<file path="src/rtl/llr_frame_loader.sv">
// LDPC front end: rounds/saturates channel LLRs and packs them into frames.
// Two frame buffers ping-pong so one loads while the decoder holds the other.
module llr_frame_loader #(
    parameter int WIDTH      = 8,
    parameter int IN_WIDTH   = 12,
    parameter int SHIFT      = 4,
    parameter int ROW_NUMBER = 12
) (
    input  logic                        clk,
    input  logic                        xrst,
    input  logic [IN_WIDTH-1:0]         i_llr,
    input  logic                        i_llr_val,
    input  logic                        i_llr_last,
    output logic                        o_llr_rdy,
    output logic [WIDTH*ROW_NUMBER-1:0] o_data,
    output logic                        o_val,
    input  logic                        i_rdy,
    output logic                        o_err,
    output logic [7:0]                  o_err_cnt
);

    localparam int FW = WIDTH * ROW_NUMBER;
    localparam int CW = (ROW_NUMBER > 1) ? $clog2(ROW_NUMBER) : 1;
    localparam int EW = IN_WIDTH + 1;

    localparam logic signed [EW-1:0] BIAS = EW'((2 ** SHIFT) / 2);
    localparam logic signed [EW-1:0] MAXV = EW'(2 ** (WIDTH - 1) - 1);
    localparam logic signed [EW-1:0] MINV = -MAXV;
    localparam logic [CW-1:0]        LAST_SLOT = CW'(ROW_NUMBER - 1);

    typedef enum logic {
        LOAD,
        DROP
    } state_t;

    state_t          state_q, state_d;
    logic [CW-1:0]   cnt_q, cnt_d;
    logic            wr_sel_q, wr_sel_d;
    logic            rd_sel_q, rd_sel_d;
    logic [1:0]      full_q, full_d;
    logic [FW-1:0]   bank_q [2];
    logic [FW-1:0]   bank_d [2];
    logic            err_d;

    logic signed [EW-1:0] ext;
    logic signed [EW-1:0] rnd;
    logic signed [EW-1:0] sh;
    logic [WIDTH-1:0]     word;
    logic                 accept;
    logic                 release_frame;

    // Round half-up in the wider domain, then clip symmetrically.
    assign ext = signed'({i_llr[IN_WIDTH-1], i_llr});
    assign rnd = ext + BIAS;
    assign sh  = rnd >>> SHIFT;

    always_comb begin
        if (sh > MAXV) begin
            word = MAXV[WIDTH-1:0];
        end else if (sh < MINV) begin
            word = MINV[WIDTH-1:0];
        end else begin
            word = sh[WIDTH-1:0];
        end
    end

    assign o_llr_rdy     = !xrst && (state_q == DROP || !full_q[wr_sel_q]);
    assign accept        = i_llr_val && o_llr_rdy;
    assign release_frame = o_val && i_rdy;

    always_comb begin
        state_d  = state_q;
        cnt_d    = cnt_q;
        wr_sel_d = wr_sel_q;
        rd_sel_d = rd_sel_q;
        full_d   = full_q;
        bank_d   = bank_q;
        err_d    = 1'b0;

        if (release_frame) begin
            full_d[rd_sel_q] = 1'b0;
            rd_sel_d         = !rd_sel_q;
        end

        if (accept) begin
            unique case (state_q)
                LOAD: begin
                    for (int k = 0; k < ROW_NUMBER; k++) begin
                        if (cnt_q == CW'(k)) begin
                            bank_d[wr_sel_q][k*WIDTH +: WIDTH] = word;
                        end
                    end
                    unique case (1'b1)
                        (cnt_q == LAST_SLOT && i_llr_last): begin
                            full_d[wr_sel_q] = 1'b1;
                            wr_sel_d         = !wr_sel_q;
                            cnt_d            = '0;
                        end
                        (cnt_q != LAST_SLOT && i_llr_last): begin
                            err_d = 1'b1;
                            cnt_d = '0;
                        end
                        (cnt_q == LAST_SLOT && !i_llr_last): begin
                            err_d   = 1'b1;
                            cnt_d   = '0;
                            state_d = DROP;
                        end
                        default: begin
                            cnt_d = cnt_q + CW'(1);
                        end
                    endcase
                end
                DROP: begin
                    if (i_llr_last) begin
                        state_d = LOAD;
                        cnt_d   = '0;
                    end
                end
                default: begin
                    state_d = LOAD;
                end
            endcase
        end
    end

    // Outputs come from the next-state view so a frame shows the edge it completes.
    always_ff @(posedge clk or posedge xrst) begin
        if (xrst) begin
            state_q   <= LOAD;
            cnt_q     <= '0;
            wr_sel_q  <= 1'b0;
            rd_sel_q  <= 1'b0;
            full_q    <= '0;
            bank_q[0] <= '0;
            bank_q[1] <= '0;
            o_val     <= 1'b0;
            o_data    <= '0;
            o_err     <= 1'b0;
            o_err_cnt <= '0;
        end else begin
            state_q   <= state_d;
            cnt_q     <= cnt_d;
            wr_sel_q  <= wr_sel_d;
            rd_sel_q  <= rd_sel_d;
            full_q    <= full_d;
            bank_q[0] <= bank_d[0];
            bank_q[1] <= bank_d[1];
            o_val     <= full_d[rd_sel_d];
            o_data    <= bank_d[rd_sel_d];
            o_err     <= err_d;
            if (err_d && o_err_cnt != 8'hFF) begin
                o_err_cnt <= o_err_cnt + 8'd1;
            end
        end
    end

endmodule

</file>
<file path="config.mk">
export PLATFORM = sky130hd
export DESIGN_NAME = llr_frame_loader
export DESIGN_NICKNAME = d
export VERILOG_FILES = /design/src/rtl/llr_frame_loader.sv
export SDC_FILE = /design/constraint.sdc
export NUM_CORES = 1
export LEC_CHECK = 0
export CAP_MARGIN = 20
export CORE_MARGIN = 2
export CORE_UTILIZATION = 57
export CTS_CLUSTER_SIZE = 14
export DETAILED_ROUTE_END_ITERATION = 10
export PLACE_DENSITY_LB_ADDON = 0.12
export SLEW_MARGIN = 15
export SYNTH_ARGS = -nofsm -noshare
export SYNTH_HDL_FRONTEND = slang
export SYNTH_SLANG_ARGS = --single-unit
</file>
<file path="constraint.sdc">
create_clock -name clk -period 14.8 [get_ports clk]
set_input_delay 2.96 -clock clk [delete_from_list [all_inputs] [get_ports clk]]
set_output_delay 2.96 -clock clk [all_outputs]
set_load 0.02 [all_outputs]
</file>
# After elaboration in Yosys (flattened, before gate mapping)
# Index checks and enable logic that the tools add are counted.
totals:
  reg_bits: 307
  inputBits: 17
  output_inout_bits: 107
  wordCells: 164
op_classes:
  add_sub_neg: 3
  n_lt_le_gt_ge: 10
  n_eq_ne: 14
  muxes: 99
  bitwise_logic: 6
  n_reduce_logical: 21
op_table:
  columns: ["cell", "n"]
  rows:
  - ["192-bit two-way mux", 36]
  - ["192-bit bitwise mux", 12]
  - ["96-bit demux with 1-bit select", 12]
  - ["96-bit two-way mux", 4]
  - ["88-bit two-way mux", 1]
  - ["80-bit two-way mux", 1]
  - ["72-bit two-way mux", 1]
  - ["64-bit two-way mux", 1]
  - ["56-bit two-way mux", 1]
  - ["48-bit two-way mux", 1]
  - ["40-bit two-way mux", 1]
  - ["32-bit two-way mux", 1]
  - ["24-bit two-way mux", 1]
  - ["8-bit two-way mux", 3]
  - ["4-bit by 3-bit equality test with 1-bit output, second input constant", 4]
  - ["4-bit equality test, second input constant", 4]
  - ["16-bit two-way mux", 1]
  - ["12-bit by 5-bit adder with 13-bit output, second input constant", 1]
  - ["1-bit two-way mux", 12]
  - ["1-bit logical AND", 10]
  - ["9-bit by 8-bit greater-than comparator with 1-bit output, second input constant", 1]
  - ["9-bit by 8-bit less-than comparator with 1-bit output, second input constant", 1]
  - ["8-bit by 1-bit adder with 8-bit output, second input constant", 1]
  - ["4-bit by 2-bit equality test with 1-bit output, second input constant", 2]
  - ["other kinds (26)", 40]

# Longest topological paths before layout
logic_depth:
  ltp_word: 56
  depth_mapped: 9
  mapped_depth_nobuf: 7

# Worst setup path before layout
# Ideal clock, no wire load.
synth_timing:
  kind: "input -> output"
  from: "in xrst"
  to: "out o_llr_rdy"
  t_arrival_ns: 3.369
  required_time_ns: 11.840
  slack_ns: 8.471
  stages: 1
  n_path_buf: 0
  path_cell_list: "a21oi_1"
synth_via:
  elab_chain_cells: 2
synth_rtl:
  columns: ["item", "line_no", "rtl"]
  rows:
  - ["start: declaration", "10", "input logic xrst,"]
  - ["1-bit logical NOT (no line)", null, null]
  - ["1-bit logical AND", "67", "assign o_llr_rdy = !xrst && (state_q == DROP || !full_q[wr_sel_q]);"]
  - ["end: declaration", "14", "output logic o_llr_rdy,"]
# Every way passes these cells.

# Worst setup path in the final report
# Ends and elaborated chain as after synthesis.

==> metrics.txt <==
status completed; peak per-stage delay on the critical path 660 ps; Worst path most repeated cell clkdlybuf4s50_1; Main synth FF type dfrtp_1; Synth area leaders dfrtp_1 (63%), mux2_2 (8.2%), o21ai_0 (6.2%); Tcrit/Tclk final 49.9%; crit path kind primary input to output pin; Post-synth EDFFs 0; Data arrival, critical path 4430 ps; Critical Path Fanout Max 3; Final Hold Viols 0; Port Buffers 120; WL/cell 16.9 microns; first-pass GRT wire length 40300 microns; largest area contributor in the netlist dfrtp_1; CP Capture Type output pin; Warnings, synthesis 0; Mapped Cells 1065; Inst Count DP 1406; GRT Util Overall 22.5%; Die H 150 microns; Slowest-stage cell, CP clkdlybuf4s50_1; Critical Path RT 11840 ps; sequential cell area 7680 sq um; TritonRoute pass-1 iters 5; Routability Congestion 0.761; clock transition at the registers of the reported paths 60 ps; WP buf/inv 2; Synth-to-Final Area Change 19.9%; post-DR vias/cell 5.40; clock root buffer master clkbuf_16; Yosys top cell area share 63.0%; Startpoint Class primary input; TritonCTS Buffers 31; max-slew violations 0; Initial Util 58.0%; Syn Area/Cell 11.5 sq um; post-CTS setup buffers 0; CTS resizes 0; initial antenna violation count 0; fraction of layout cells with a size suffix above 1 15.4%; Mapped Area 12200 sq um; core area 21000 sq um; VDD IR-drop max 0.0922 mV; CTS max path bufs 3; Post-Route WL 24700 microns; # setup viols final 0; TritonCTS clock tree built; htree depth 1; worst hold path class register to register; crit path cell chain clkdlybuf4s50_1 > a21oi_1 > clkdlybuf4s50_1; Fillers 1532; vias in the first global route 7759; Post-synth ARST share 100%; total gr overflow 0; largest net degree at the start of global routing 152; Cell Pwr Density 140 nW/um^2; RSZ-0062 raised after global routing no; Least-Margin Pin Slew 969 ps; Lkg Pwr 0.00671 uW; Fin Setup TNS 0 ps; Clock Latency Late Sink 540 ps; sequential share of the synthesized area 63.0%; antenna viol nets, final 0; Tmin final 7390 ps; #FFs+latches synth 307; Die Width 150 microns; drt first-iter violations 527; FMAX 135 MHz; syn nets 1091; Ports 124; Clock Skews 10.4 ps; CP delay by family, top buffers and inverters; final cell count without fillers 1460; count of cell types in the netlist 57; clk sinks 307; DP HPWL 14600 microns; Multi-input gate area 4170 sq um; DR DRC count 0; final net count 1193; # rows 53; DIE AREA 22600 sq um; Max-Cap Viols 0; Slew HR 35.2%; Hold Buf Count CTS 0; DR vias 7889; antenna diode count 0
==> worst register-to-register path, stage by stage (launching register included) <==
cell     delay (ps)
dfrtp_1         410
or3b_4          450
nor3_4          750
nand3_1         680
mux2_2          490
mux2_2          280
==> power by group <==
| group | total (uW) | internal, uW | switching, uW |
|---|---|---|---|
| logic | 316 | 143 | 173 |
| registers | 963 | 928 | 35.3 |
| clock network | 767 | 461 | 306 |
| total | 2050 | 1530 | 514 |
==> layout make-up <==
class	instances	share of cell area, %
flip-flops and latches	307	52.5
well taps	275	2.35
inverters	17	0.505
repair buffers	134	9.23
multi-input cells	676	28.5
clock buffers	40	5.95
clock inverters	11	0.941
==> cells by family after synthesis <==
family                   count (synthesis)  synth area share (%)
multiplexers                            91                  8.38
adder cells (fa/ha/maj)                  9                 0.923
XOR/XNOR                                 9                 0.646
AO/OA/AOI/OAI                          255                  11.9
buffers and inverters                   82                  3.29
AND/OR/NAND/NOR                        312                  11.9
flip-flops                             307                  63.0
==> worst paths after layout <==
kind | startpoint | slack, ps | cells past startpoint | end
max reg2reg | state_q$_DFFE_PP0P_ | 11620 | 5 | o_data[64]$_DFF_PP0_
min reg2reg | bank_q[182]$_DFF_PP0_ | 470 | 2 | bank_q[182]$_DFF_PP0_
min | bank_q[182]$_DFF_PP0_ | 470 | 2 | bank_q[182]$_DFF_PP0_
min in group asynchronous | xrst | 2840 | 2 | bank_q[55]$_DFF_PP0_
max | xrst | 7410 | 3 | o_llr_rdy
max in group asynchronous | xrst | 10170 | 4 | bank_q[6]$_DFF_PP0_
==> Yosys cell counts, drive strengths merged, types with 3 or more instances <==
| cell type | count |
|---|---|
| xnor2 | 7 |
| nor2 | 46 |
| a21o | 11 |
| o2bb2ai | 11 |
| nand3 | 47 |
| buf | 38 |
| o21ai | 183 |
| dfrtp | 307 |
| a31oi | 4 |
| inv | 17 |
| mux2 | 89 |
| ha | 9 |
| a21oi | 21 |
| and3 | 10 |
| nor3b | 4 |
| o211ai | 11 |
| nand4 | 4 |
| nand2 | 187 |
| and2 | 3 |
| clkbuf | 27 |
==> cells in the final DEF (no fill, tap or decap), types with 3 or more instances in the layout <==
cell	netlist	final
clkbuf_8	0	6
nand2_2	4	4
nor2_1	46	46
a21o_1	11	11
nand3_4	4	4
o21ai_1	33	32
clkbuf_1	26	3
and3_1	10	10
nand2_1	182	182
clkdlybuf4s50_1	0	120
inv_1	16	15
a31oi_1	4	4
o2bb2ai_1	11	11
nand3_1	36	36
nand3_2	7	7
mux2_2	89	89
nand4_1	3	3
a21oi_1	21	21
ha_1	9	9
bufinv_16	0	3
clkbuf_16	0	31
buf_4	3	11
clkinv_2	0	6
dfrtp_1	307	307
o211ai_1	11	11
xnor2_1	7	7
and2_1	3	3
nor3b_1	3	3
o21ai_0	150	150
==> sequential cells by signal, summed over array words and instances (netlist names) <==
| name | count |
|---|---|
| o_data | 96 |
| state_q | 1 |
| o_val | 1 |
| bank_q | 192 |
| wr_sel_q | 1 |
| o_err_cnt | 8 |
| o_err | 1 |
| cnt_q | 4 |
| rd_sel_q | 1 |
| full_q | 2 |
==> layer usage <==
metal  GRT usage (%)  vias to the layer above  wire [microns]
li1                -                     3849               -
met1            33.0                     3831           11200
met2            35.8                      177           11700
met3            3.61                       32            1520
met4            4.95                        0             348
met5               0                        -               0
==> stage by stage <==
step                setup WS, ps  hold slack (ps)  utilization, %  power (uW)  instance area, sq um
floorplan                   3350              442               -        1150                 12200
global placement            7420              457            64.5        1290                 13600
detailed placement          7420              462            64.5        1300                 13600
CTS                         7410              476            69.3        2060                 14600
global route                7360              503            69.6        2130                 14600
finish                      7410              472            69.6        2050                 14600
(Power assumes the default switching activity.)
